--- config.mk ---
export PLATFORM = sky130hd
export DESIGN_NAME = sum_accumulator
export DESIGN_NICKNAME = d
export VERILOG_FILES = /design/src/rtl/sum_acc_pkg.sv /design/src/rtl/sum_acc_add.sv /design/src/rtl/sum_accumulator.sv
export SDC_FILE = /design/constraint.sdc
export NUM_CORES = 1
export LEC_CHECK = 0
export ABC_AREA = 1
export BUFFER_PORTS_ARGS = -buffer_cell sky130_fd_sc_hd__buf_2
export CELL_PAD_IN_SITES_DETAIL_PLACEMENT = 1
export CELL_PAD_IN_SITES_GLOBAL_PLACEMENT = 1
export CORE_MARGIN = 8
export CORE_UTILIZATION = 35
export DETAILED_ROUTE_END_ITERATION = 7
export PLACE_DENSITY_LB_ADDON = 0.05
export SYNTH_ARGS = -nofsm -noshare
export SYNTH_HDL_FRONTEND = slang
export SYNTH_HIERARCHICAL = 1
export SYNTH_SLANG_ARGS = --single-unit
--- constraint.sdc ---
create_clock -name clk -period 2.2 [get_ports clk]
set_input_delay 0.66 -clock clk [delete_from_list [all_inputs] [get_ports clk]]
set_output_delay 0.66 -clock clk [all_outputs]
set_load 0.005 [all_outputs]
--- src/rtl/sum_acc_pkg.sv ---
// rtl/sum_acc_pkg.sv - shared state encoding and default widths for sum_accumulator
package sum_acc_pkg;

  typedef enum logic [1:0] {
    S_IDLE  = 2'd0,
    S_ACCUM = 2'd1,
    S_DRAIN = 2'd2
  } state_e;

  localparam int SUM_W = 65;
  localparam int ACC_W = 72;
  localparam int CNT_W = 16;

endpackage

--- src/rtl/sum_acc_add.sv ---
// rtl/sum_acc_add.sv - accumulator add with carry-out; SUM_ACCUMULATOR_SATURATE_EN clamps on overflow
module sum_acc_add #(
  parameter int ACC_W = sum_acc_pkg::ACC_W
) (
  input  logic [ACC_W-1:0] acc,
  input  logic [ACC_W-1:0] addend,
  output logic [ACC_W-1:0] next_acc,
  output logic             carry
);

  logic [ACC_W-1:0] raw_sum;

  always_comb begin
    {carry, raw_sum} = {1'b0, acc} + {1'b0, addend};
`ifdef SUM_ACCUMULATOR_SATURATE_EN
    // Once clamped, any further non-zero addend carries again, so all-ones holds.
    next_acc = carry ? {ACC_W{1'b1}} : raw_sum;
`else
    next_acc = raw_sum;
`endif
  end

endmodule

--- src/rtl/sum_accumulator.sv ---
// rtl/sum_accumulator.sv - accumulates {cout,sum} beats and emits one total per flush
module sum_accumulator #(
  parameter int WIDTH = sum_acc_pkg::SUM_W,
  parameter int ACC_W = sum_acc_pkg::ACC_W,
  parameter int CNT_W = sum_acc_pkg::CNT_W
) (
  input  logic             clk,
  input  logic             rst,
  input  logic             in_valid,
  output logic             in_ready,
  input  logic [WIDTH-1:0] in_sum,
  input  logic             in_cout,
  input  logic             flush,
  output logic             out_valid,
  input  logic             out_ready,
  output logic [ACC_W-1:0] out_acc,
  output logic [CNT_W-1:0] out_count,
  output logic             out_ovf
);

  import sum_acc_pkg::*;

  state_e           state_q, state_d;
  logic [ACC_W-1:0] acc_q, acc_d;
  logic [CNT_W-1:0] cnt_q, cnt_d;
  logic             ovf_q, ovf_d;
  logic             out_valid_q, out_valid_d;

  logic             beat;
  logic [ACC_W-1:0] addend;
  logic [ACC_W-1:0] next_acc;
  logic             carry;

  assign in_ready = (state_q != S_DRAIN);
  assign beat     = in_valid & in_ready;
  assign addend   = ACC_W'({in_cout, in_sum});

  sum_acc_add #(
    .ACC_W(ACC_W)
  ) u_add (
    .acc      (acc_q),
    .addend   (addend),
    .next_acc (next_acc),
    .carry    (carry)
  );

  always_comb begin
    state_d     = state_q;
    acc_d       = acc_q;
    cnt_d       = cnt_q;
    ovf_d       = ovf_q;
    out_valid_d = out_valid_q;
    unique case (state_q)
      S_IDLE, S_ACCUM: begin
        if (beat) begin
          acc_d   = next_acc;
          cnt_d   = (&cnt_q) ? cnt_q : cnt_q + CNT_W'(1);
          ovf_d   = ovf_q | carry;
          state_d = S_ACCUM;
        end
        // A beat in the flush cycle lands in acc_d above, so it is part of the result.
        if (flush) begin
          state_d     = S_DRAIN;
          out_valid_d = 1'b1;
        end
      end
      S_DRAIN: begin
        if (out_ready) begin
          acc_d       = '0;
          cnt_d       = '0;
          ovf_d       = 1'b0;
          out_valid_d = 1'b0;
          state_d     = S_IDLE;
        end
      end
      default: begin
        state_d     = S_IDLE;
        out_valid_d = 1'b0;
      end
    endcase
  end

  always_ff @(posedge clk) begin
    if (rst) begin
      state_q     <= S_IDLE;
      acc_q       <= '0;
      cnt_q       <= '0;
      ovf_q       <= 1'b0;
      out_valid_q <= 1'b0;
    end else begin
      state_q     <= state_d;
      acc_q       <= acc_d;
      cnt_q       <= cnt_d;
      ovf_q       <= ovf_d;
      out_valid_q <= out_valid_d;
    end
  end

  // The result registers only change in DRAIN on the handshake, which keeps them stable.
  assign out_valid = out_valid_q;
  assign out_acc   = acc_q;
  assign out_count = cnt_q;
  assign out_ovf   = ovf_q;

endmodule
* Word-level counts from Yosys, hierarchy flattened
Index checks and enable logic that the tools add are counted.
Storage, ports and cells: register bits 92, output and inout port bits 91, input port bits 71, word-level logic and storage cells 41
Operators by class: equality and inequality tests 8, add/subtract/negate cells 2, bitwise operators 2, reduce and logical (&&, ||, !) cells 8, multiplexer cells 16
Operators by type and width (number):
- 72-bit two-way mux | 2
- 72-bit case mux with 2 select lines | 1
- 72-bit by 66-bit adder with 73-bit output | 1
- 16-bit two-way mux | 3
- 16-bit case mux with 2 select lines | 1
- 16-bit by 1-bit adder with 16-bit output (second input constant) | 1
- 16-bit AND reduction | 1
- 2-bit != test (second input constant) | 5
- 2-bit two-way mux | 3
- 1-bit case mux with 2 select lines | 2
- 2-bit case mux with 2 select lines | 1
- 2-bit AND reduction | 2
- 4-bit AND reduction | 1
- 1-bit two-way mux | 3
- 3-bit != test (second input constant) | 1
- 3-bit AND reduction | 1
- 2-bit by 1-bit == test with 1-bit output (second input constant) | 1
- 2-bit == test (second input constant) | 1
- 2-bit logical NOT | 1
- 2-bit nonzero test | 1
- 2-bit OR reduction | 1
- 1-bit AND | 1
- 1-bit OR | 1

* Depth between registers and ports, before layout
Gate-level depths: netlist (run 1).
word-level depth 5, gate-level depth with buffers 17, mapped depth without buffers 17

* Modules after synthesis
Netlist (run 1), hierarchy kept.
Modules (own cells, without submodules):
- sum_acc_add | times used 1, cells an instance 1289, area an instance 6273.5 um2, sequential area each 0.0 um2
- sum_accumulator | times used 1, cells an instance 484, area an instance 3589.7 um2, sequential area each 1841.8 um2

* Least setup slack after synthesis (run 1)
OpenSTA, ideal clock, no wires.
path kind input -> register, start point input port in_sum[0], end point register acc_q[70], in the netlist out_acc[70], stages 15, slack -0.179 ns, arrival 2.309 ns, library setup time 0.070 ns, path buffers 0, data required time 2.130 ns, cells stage by stage ha_1 > fa_1 > nand3_1 > nand3_1 > nand2_1 > nand2_1 > nand2_1 > nand3_2 > nand2_1 > nand2_2 > nand2_1 > nand3_1 > nand2_1 > nand2_1 > a21oi_1
Between the ends: longest elaborated chain between the ends 3
RTL lines:
- from (decl) | RTL line sum_accumulator.sv:11 | input logic [WIDTH-1:0] in_sum,
- 72-bit by 66-bit adder with 73-bit output | RTL line sum_acc_add.sv:14 | {carry, raw_sum} = {1'b0, acc} + {1'b0, addend};
- via next_acc[70] | RTL line sum_accumulator.sv:31 | logic [ACC_W-1:0] next_acc;
- 72-bit two-way mux | RTL line sum_accumulator.sv:55 | if (beat) begin
- 72-bit case mux with 2 select lines | RTL line sum_accumulator.sv:53 | unique case (state_q)
- to (signal assigned) | RTL line sum_accumulator.sv:86 | acc_q <= '0;
- to (signal assigned) | RTL line sum_accumulator.sv:92 | acc_q <= acc_d;
- to (decl) | RTL line sum_accumulator.sv:24 | logic [ACC_W-1:0] acc_q, acc_d;
The timed path passes the listed nets, and every way through them passes these cells. The select of a mux whose other input is x is not followed. A chain may end at the register's enable or synchronous reset.

* Final worst setup path (run 1)
start point input port in_sum[0], end point register acc_q[38], in the netlist out_acc[38]
The elaborated chain is that of the path after synthesis.

==> out/qor.yml, run 1 <==
numCtsBuffers: 9
synth_top_area_share_pct: 23.0
finalCritPeriodShare_pct: 102
initial_core_util_pct: 35.5
grt_pass1_wl_um: 69100
gr-total-overflow: 0
drt_pass1_iterations: 4
syn_area_um2: 9860
wire_per_inst_um: 18.5
postCtsHoldBufs: 0
port_buffers: 161
violations: "negative setup slack"
synth.distinct_cells: 41
status: "finished, violations left"
fmax_mhz: 444
async_flop_share_pct: 0
cts_tree: "done"
clock_latency_ns: 0.37
ys_top_cells_by_area: "nand2_1 (23%), dfxtp_1 (19%), inv_1 (11%)"
min-delay-path-class: "input pin to register"
grt_usage_pct: 25.9
crit_path_end_kind: "register"
crit_path_start_kind: "input pin"
utilization_pct: 56.1
whs_path_depth: 2
root_buffer: "clkbuf_16"
critPathRequiredTime_ns: 2.50
drt-initial-drc-count: 524
layout.nets: 2319
slew_viol_final: 0
setup_slack_ns: -0.0499
setup_violations: 14
clockBufferDepth: 2
die_h_um: 184
die_w_um: 184
worstPathArrival_ns: 2.55
cts.sinks: 92
total_power_mw: 12.6
synth-seq-cells: 92
clkTransAtPathRegs_ns: 0.08
fp.dieArea_um2: 33800
ys_warn_count: 6
max-vdd-ir-drop_uv: 335
vias_per_cell: 4.93
dp_hpwl_um: 36400
drive_gt1_share_pct: 43.0
ys.flop_type: "dfxtp_1"
n_fill_cell: 3843
skew_ns: 0.00812
synth_top_area_cell: "nand2_1"
synthTopCellsByCount: "nand2_1 (605), inv_1 (293), nor2_1 (215)"
max_cap_violations: 0
rr_worst_depth: 14
rsz0062_at_grt: "yes"
antenna_cells: 0
vias: 12600
period_minus_slack_ns: 2.25
seq_area_frac_synth_pct: 18.7
drc: 0
path_class: "input pin to register"
antenna_found_initial: 0
syn_inst: 1773
core_area_um2: 27800
hold_slack_ns: 0.487
area_delta_synth_final_pct: 58.1
h-tree-depth: 3
p_leak_nw: 8.14
ios: 162
synth_edf_count: 0
yosysMostFrequentCell: "nand2_1"
grt_max_degree: 50
hold_viol_final: 0
crit_fanout: 4
routed_wl_um: 47300
cellPowerDensity_nw_per_um2: 811
grt_pass1_vias: 13100
avgSynthCellArea_um2: 5.56
rows: 61
place_congestion: 0.979
ant_nets: 0
-- cell usage in the layout (no fill, tap or decap), types with 47 or more instances in the layout --
cell type	Yosys	final
buf_2	2	156
nand3_1	55	47
dfxtp_1	92	77
ha_4	0	60
nand2_1	605	480
a21oi_2	1	60
nor2_2	13	55
a21oi_1	163	96
inv_1	293	271
nor2_1	215	146
buf_4	9	238
nand2_2	49	132
-- critical path, cell delays in order --
cell and delay (ns):
buf_6 0.10, ha_4 0.15, fa_2 0.39, nand3_2 0.12, nand3_4 0.12, nand2_2 0.10
nand2_2 0.05, nand2_2 0.08, nand3_4 0.12, nand2_4 0.10, nand2_4 0.08, buf_6 0.15
xor2_2 0.11, nand2_1 0.08, a21oi_2 0.13
-- power breakdown --
| group | internal, mW | switching [mW] | leakage, nW | total [mW] |
|---|---|---|---|---|
| clock network | 0.784 | 0.825 | 0.137 | 1.61 |
| registers | 1.99 | 0.354 | 0.766 | 2.34 |
| logic | 3.75 | 4.95 | 7.24 | 8.70 |
-- logic make-up (layout without fill, tap and decap cells) --
group | Yosys count | count (layout) | share of synthesized area, %
adders and majority gates | 74 | 74 | 9.46
DFF | 92 | 92 | 18.7
xor gates and xnor gates | 44 | 44 | 3.91
buffers and inverters | 335 | 736 | 13.1
AOI/OAI and AO/OA | 231 | 231 | 12.3
and+or+nand+nor | 996 | 996 | 42.5
other | 1 | 6 | 0.0380
-- area by class of cell --
cell class | instances | area (um2) | share of cell area (%)
tap | 378 | 473 | 3.03
clock inverter | 7 | 56.3 | 0.361
inverter | 309 | 1170 | 7.48
multi-input combinational | 1351 | 9020 | 57.8
sequential | 92 | 1860 | 11.9
clock buffer | 9 | 225 | 1.44
timing repair buffer | 411 | 2790 | 17.9
-- sequential cells by signal, indices dropped and copies added (netlist names) --
| register | cells |
|---|---|
| out_valid | 1 |
| out_count | 16 |
| out_ovf | 1 |
| out_acc | 72 |
| state_q | 2 |
-- what timing repair did --
action                                 CTS  global route
buffers inserted                         3            12
pin swaps                               15           126
endpoints found under the hold margin    0             0
resized for setup                      163           394
setup endpoints to repair               47            53
-- path summary, 6_finish.rpt --
path | start | endpoint | slack (ns)
worst max-delay path | in_sum[0] | out_acc[38] | -0.05
worst min-delay path | flush | state_q[0] | 0.49
worst max register to register | out_acc[0] | out_acc[38] | -0.01
worst min register to register | out_count[13] | out_count[13] | 0.50
-- layer usage --
metal / vias up / routed length, um / track usage, % / share of wire, %
met5: - / 0 / 0 / 0
met4: 0 / 1820 / 8.84 / 3.9
met3: 85 / 1370 / 2.83 / 2.9
met2: 223 / 24100 / 47.4 / 51
met1: 6060 / 19900 / 31.0 / 42
li1: 6249 / - / - / -
-- through the flow --
step	cells	instance area (um2)	worst slack (ns)	TNS, ns
final	2557	15600	-0.0499	-0.314
after global routing	2557	15600	-0.123	-3.19
after CTS	2545	14000	-0.0428	-0.0819
after detailed placement	2526	12900	-0.631	-26.56
after global placement	2526	12900	-0.635	-24.37
after floorplan	1778	9910	-0.00509	-0.00650
(Power assumes the default switching activity.)
==> run 2: changes to the inputs <==
--- a/config.mk
+++ b/config.mk
@@ -9,7 +9,7 @@
 export BUFFER_PORTS_ARGS = -buffer_cell sky130_fd_sc_hd__buf_2
 export CELL_PAD_IN_SITES_DETAIL_PLACEMENT = 1
 export CELL_PAD_IN_SITES_GLOBAL_PLACEMENT = 1
-export CORE_MARGIN = 8
+export CORE_MARGIN = 2
 export CORE_UTILIZATION = 35
 export DETAILED_ROUTE_END_ITERATION = 7
 export PLACE_DENSITY_LB_ADDON = 0.05
==> run 2 against run 1 <==
- the run still ends with negative setup slack left
- critical path depth up 1
- highest routed layer unchanged
- via count is 1.2% higher
- largest power group unchanged
- critical path type unchanged
- clock power barely moved
- clock skew is 0.0048 ns higher
- first-iteration DRC count is 4.2% lower
- design area shrank 1.6%
==> out/qor.yml, run 2 (same netlist as run 1, synthesis figures left out) <==
grt_util_met2_pct: 54.0  # was 47.4%
p_leak_nw: 7.91  # was 8.14 nW
clock_latency_ns: 0.37  # about the same
vias: 12800  # was 12600
antenna_found_initial: 0  # unchanged
core_area_um2: 27800  # unchanged
grtUsageMet1_pct: 36.4  # was 31.0%
crit_path_end: "out_acc[58]"  # was out_acc[38]
cp-startpoint: "in_sum[8]"  # was in_sum[0]
tns_ns: -0.888  # was -0.314 ns
vias_per_cell: 4.99  # was 4.93
ant_nets: 0  # unchanged
place_congestion: 0.967  # was 0.979
fmax_mhz: 426  # was 444 MHz
max-vdd-ir-drop_uv: 356  # was 335 uV
pwr-share-comb_pct: 68.4  # was 68.7%
clkTransAtPathRegs_ns: 0.08  # about the same
use_met3_pct: 2.82  # was 2.83%
p_clk_share_pct: 13.0  # was 12.7%
finalCritPeriodShare_pct: 107  # was 102%
p_sw_share_pct: 48.6  # was 48.4%
crit_family: "simple AND/OR/NAND/NOR gates"  # unchanged
final_cell_mix: "nand2_1 (517), inv_1 (267), buf_4 (244)"  # was nand2_1 (480), inv_1 (271), buf_4 (238)
die_h_um: 172  # was 184 um
layout_commonest_cell: "nand2_1"  # unchanged
largest_reg_flops: 72  # unchanged
setup_slack_ns: -0.145  # was -0.0499 ns
postCtsHoldBufs: 0  # unchanged
critPathRequiredTime_ns: 2.51  # was 2.50 ns
utilization_pct: 55.2  # was 56.1%
cts.sinks: 92  # unchanged
period_minus_slack_ns: 2.35  # was 2.25 ns
skew_ns: 0.0129  # was 0.00812 ns
rr_worst_depth: 15  # was 14
grt_max_degree: 54  # was 50
antenna_cells: 0  # unchanged
die_w_um: 172  # was 184 um
crit_fanout: 4  # unchanged
gr-total-overflow: 0  # unchanged
internal_power_mw: 6.50  # was 6.52 mW
clockBufferDepth: 2  # unchanged
p_sw_mw: 6.13  # about the same
max_stage_delay_ns: 0.30  # was 0.39 ns
root_buffer: "clkbuf_16"  # unchanged
n_fill_cell: 3844  # was 3843
drive_gt1_share_pct: 41.4  # was 43.0%
hold_slack_ns: 0.489  # was 0.487 ns
drt-initial-drc-count: 502  # was 524
routed_wl_um: 47100  # was 47300 um
layout.nets: 2320  # was 2319
regToRegEndpoint: "out_acc[58]"  # was out_acc[38]
fp.dieArea_um2: 29500  # was 33800 um2
crit_cells: 16  # was 15
crit_path_start_kind: "input pin"  # unchanged
min-delay-path-class: "register to register"  # was input pin to register
r2r_slack_ns: -0.08  # was -0.01 ns
rsz0062_at_grt: "yes"  # unchanged
worst_path_most_repeated_cell: "nand2_1"  # was nand2_2
h-tree-depth: 3  # unchanged
hold_viol_final: 0  # unchanged
grt_usage_pct: 29.8  # was 25.9%
whs_path_depth: 1  # was 2
final_cell_count_no_fill: 2558  # was 2557
crit_chain: "buf_2, ha_4, nand2_2, nor2_4, nand3_2, nand3_2, nand2_2, nand2_4, nand2_1, nand2_2, nand2_1, nand2_1, nand2_1, nand2_1, nand2_1, a21oi_2"  # was buf_6, ha_4, fa_2, nand3_2, nand3_4, nand2_2, nand2_2, nand2_2, nand3_4, nand2_4, nand2_4, buf_6, xor2_2, nand2_1, a21oi_2
numPlacedInstances: 2519  # was 2526
setup_violations: 19  # was 14
slew_viol_final: 0  # unchanged
dp_hpwl_um: 35900  # was 36400 um
max_cap_violations: 0  # unchanged
wire_per_inst_um: 18.4  # was 18.5 um
pre_cts_ws_ns: -0.682  # was -0.631 ns
initial_core_util_pct: 35.5  # unchanged
grt_pass1_vias: 12900  # was 13100
drc: 0  # unchanged
cellPowerDensity_nw_per_um2: 823  # was 811 nW/um2
ios: 162  # unchanged
r2r_start: "out_acc[8]"  # was out_acc[0]
crit_path_end_kind: "register"  # unchanged
p_seq_share_pct: 18.6  # was 18.5%
grt_pass1_wl_um: 67700  # was 69100 um
violations: "negative setup slack"  # unchanged
numCtsBuffers: 9  # unchanged
path_class: "input pin to register"  # unchanged
drt_pass1_iterations: 5  # was 4
worstPathArrival_ns: 2.65  # was 2.55 ns
cp_num_buf_inv: 1  # was 2
cts_tree: "done"  # unchanged
rows: 61  # unchanged
slowest_stage: "ha_4"  # was fa_2
grt_busiest_layer: "met2"  # unchanged
status: "finished, violations left"  # unchanged
area_delta_synth_final_pct: 55.5  # was 58.1%
port_buffers: 161  # unchanged
## run 2: layout make-up
cell class / instances / area, um2 / area share, %
clock buffer: 9 / 225 / 1.47
clock inverter: 7 / 57.6 / 0.375
inverter: 309 / 1160 / 7.56
multi-input combinational: 1351 / 8800 / 57.4
sequential: 92 / 1870 / 12.2
tap: 378 / 473 / 3.08
timing repair buffer: 412 / 2760 / 18.0
## run 2: repair_timing
item                       CTS  global route
setup buffers                8            15
setup endpoints to repair   44            49
pin swaps                   32            64
cloned                       0             0
gates resized for setup    191           302
## run 2: through the flow
stage | power, mW | instance area [um2]
finish | 12.6 | 15300
global placement | 8.96 | 12800
detailed placement | 9.12 | 12800
global route | 13.5 | 15300
floorplan | 5.92 | 9910
CTS | 11.6 | 14100
## run 2: how the worst min path moves through the flow
stage	start	end	slack (ns)
after detailed placement	state_q[1]	state_q[0]	0.48
after CTS	flush	state_q[0]	0.48
after global placement	state_q[1]	state_q[0]	0.46
after floorplan	state_q[1]	state_q[0]	0.44
final	state_q[1]	state_q[0]	0.49
after global routing	flush	state_q[0]	0.50
## run 2: power by group through the flow
stage               combinational (mW)  clock [mW]  sequential, mW
global route                      9.32        1.76            2.39
finish                            8.64        1.64            2.35
global placement                  6.75           0            2.21
floorplan                         3.66           0            2.26
detailed placement                6.89           0            2.23
CTS                               7.58        1.69            2.28
## run 2: worst reg2reg max path, cell delays in order, from the launching register on
cell and delay (ns):
dfxtp_2 0.35, ha_4 0.30, nand2_2 0.11, nor2_4 0.24, nand3_2 0.15, nand3_2 0.13, nand2_2 0.07, nand2_4 0.10
nand2_1 0.07, nand2_2 0.12, nand2_1 0.11, nand2_1 0.09, nand2_1 0.05, nand2_1 0.08, nand2_1 0.08, a21oi_2 0.16
## run 2: routing by layer
metal,wire (um),up-vias
met5,0,-
met4,1630,0
met3,1460,76
met2,24000,262
met1,20100,6165
li1,-,6264
==> run 3: changes to the inputs <==
--- a/config.mk
+++ b/config.mk
@@ -7,9 +7,9 @@
 export LEC_CHECK = 0
 export ABC_AREA = 1
 export BUFFER_PORTS_ARGS = -buffer_cell sky130_fd_sc_hd__buf_2
+export CAP_MARGIN = 25
 export CELL_PAD_IN_SITES_DETAIL_PLACEMENT = 1
 export CELL_PAD_IN_SITES_GLOBAL_PLACEMENT = 1
-export CORE_MARGIN = 2
 export CORE_UTILIZATION = 35
 export DETAILED_ROUTE_END_ITERATION = 7
 export PLACE_DENSITY_LB_ADDON = 0.05
==> run 3 against run 2 <==
- the run still ends with negative setup slack left
- hold slack about the same
- clock skew increased by 0.00090 ns
- sequential power about the same
- design area increased by 2.9%
- largest power group unchanged
- worst setup slack improved by 0.038 ns
==> out/qor.yml, run 3 (same netlist as run 1, synthesis figures left out) <==
root_buffer: "clkbuf_16"  # unchanged
gr-total-overflow: 0  # unchanged
rows: 61  # unchanged
min-delay-path-class: "register to register"  # unchanged
die_w_um: 170  # was 172 um
numPlacedInstances: 2528  # was 2519
wire_per_inst_um: 18.6  # was 18.4 um
period_minus_slack_ns: 2.31  # was 2.35 ns
postCtsHoldBufs: 0  # unchanged
h-tree-depth: 3  # unchanged
seqCellArea_um2: 1860  # was 1870 um2
slew_viol_final: 0  # unchanged
hold_viol_final: 0  # unchanged
clkTransAtPathRegs_ns: 0.07  # was 0.08 ns
grt_usage_pct: 30.4  # was 29.8%
crit_fanout: 4  # unchanged
fp.dieArea_um2: 28900  # was 29500 um2
place_congestion: 0.935  # was 0.967
vias: 12900  # was 12800
setup_slack_ns: -0.107  # was -0.145 ns
routed_wl_um: 47900  # was 47100 um
critPathRequiredTime_ns: 2.49  # was 2.51 ns
skew_ns: 0.0138  # was 0.0129 ns
antenna_cells: 0  # unchanged
clock_latency_ns: 0.38  # was 0.37 ns
total_power_mw: 13.0  # was 12.6 mW
fmax_mhz: 433  # was 426 MHz
port_buffers: 161  # unchanged
final_cell_count_no_fill: 2574  # was 2558
core_area_um2: 27800  # unchanged
violations: "negative setup slack"  # unchanged
antenna_found_initial: 0  # unchanged
cts_tree: "done"  # unchanged
max-vdd-ir-drop_uv: 390  # was 356 uV
layout_commonest_cell: "nand2_1"  # unchanged
vias_per_cell: 5.02  # was 4.99
multi_input_area_um2: 9040  # was 8800 um2
grt_pass1_wl_um: 67600  # was 67700 um
crit_path_start_kind: "input pin"  # unchanged
drc: 0  # unchanged
cts.sinks: 92  # unchanged
n_fill_cell: 3773  # was 3844
hold_slack_ns: 0.489  # about the same
clockBufferDepth: 2  # unchanged
crit_path_end_kind: "register"  # unchanged
rsz0062_at_grt: "yes"  # unchanged
layout.nets: 2336  # was 2320
drt_pass1_iterations: 7  # was 5
setup_violations: 15  # was 19
p_leak_nw: 8.16  # was 7.91 nW
worstPathArrival_ns: 2.59  # was 2.65 ns
status: "finished, violations left"  # unchanged
dp_hpwl_um: 35500  # was 35900 um
initial_core_util_pct: 35.5  # unchanged
area_delta_synth_final_pct: 60.0  # was 55.5%
finalCritPeriodShare_pct: 105  # was 107%
ant_nets: 0  # unchanged
numCtsBuffers: 9  # unchanged
drive_gt1_share_pct: 43.6  # was 41.4%
die_h_um: 170  # was 172 um
final_cell_mix: "nand2_1 (494), inv_1 (264), buf_4 (254)"  # was nand2_1 (517), inv_1 (267), buf_4 (244)
grt_pass1_vias: 12800  # was 12900
cellPowerDensity_nw_per_um2: 825  # was 823 nW/um2
grt_max_degree: 73  # was 54
postPlaceCellArea_um2: 12900  # was 12800 um2
utilization_pct: 56.8  # was 55.2%
drt-initial-drc-count: 502  # unchanged
largest_reg_flops: 72  # unchanged
max_cap_violations: 0  # unchanged
path_class: "input pin to register"  # unchanged
ios: 162  # unchanged
final_design_area_no_fill_um2: 15800  # was 15300 um2
[run 3: cell types whose count changed in the layout (fill, tap and decap cells not counted), moves of 6 or more]
cell and change:
a21oi_2 +8, a21oi_1 -14, nand2_1 -23, nand2_2 +18, a21oi_4 +6, buf_4 +10
buf_6 +8, o21ai_0 -7
[run 3: cell type report]
cell class,count,area share (%)
clock inverters,6,0.444
inverters,309,7.35
clock buffers,10,1.51
flip-flops and latches,92,11.8
well taps,378,3.00
repair buffers,428,18.6
multi-input cells,1351,57.3
[run 3: worst max-delay path: stages]
cell,delay [ns]
buf_2,0.12
ha_4,0.30
nand2_1,0.08
nand2_1,0.14
nand2_1,0.07
nand2_1,0.16
inv_1,0.10
nand2_2,0.10
nand2_2,0.06
nand3_4,0.14
buf_4,0.13
buf_4,0.10
xor2_1,0.14
nand2_1,0.08
a21oi_1,0.21
[run 3: power by group]
part,internal (mW),switching [mW]
sequential,1.99,0.366
combinational,3.84,5.07
clock,0.926,0.826
total,6.76,6.26
[run 3: path summary, 6_finish.rpt]
| kind | startpoint | to | slack (ns) | depth (start not counted) |
|---|---|---|---|---|
| worst max-delay path | in_sum[12] | out_acc[23] | -0.11 | 15 |
| worst min register to register | out_count[13] | out_count[13] | 0.49 | 2 |
| worst max register to register | out_acc[0] | out_acc[38] | -0.08 | 14 |
| worst min-delay path | out_count[13] | out_count[13] | 0.49 | 2 |
[run 3: per-layer routing]
| layer | vias to the layer above | track usage [%] | part of all wire [%] |
|---|---|---|---|
| li1 | 6294 | - | - |
| met1 | 6288 | 37.2 | 42 |
| met2 | 253 | 55.4 | 52 |
| met3 | 90 | 2.40 | 2.5 |
| met4 | 0 | 11.0 | 3.8 |
| met5 | - | 0 | 0 |
[run 3: repair_timing]
item / 4_1_cts / 5_1_grt
pin swaps: 20 / 99
buffers inserted: 5 / 25
gates resized for setup: 178 / 380
setup endpoints to repair: 43 / 51
[run 3: metrics by stage]
| step | worst slack [ns] | TNS, ns |
|---|---|---|
| after floorplan | -0.00509 | -0.00650 |
| after global placement | -0.693 | -24.96 |
| after detailed placement | -0.690 | -26.91 |
| after CTS | -0.0134 | -0.0293 |
| after global routing | -0.166 | -2.99 |
| final | -0.107 | -0.616 |
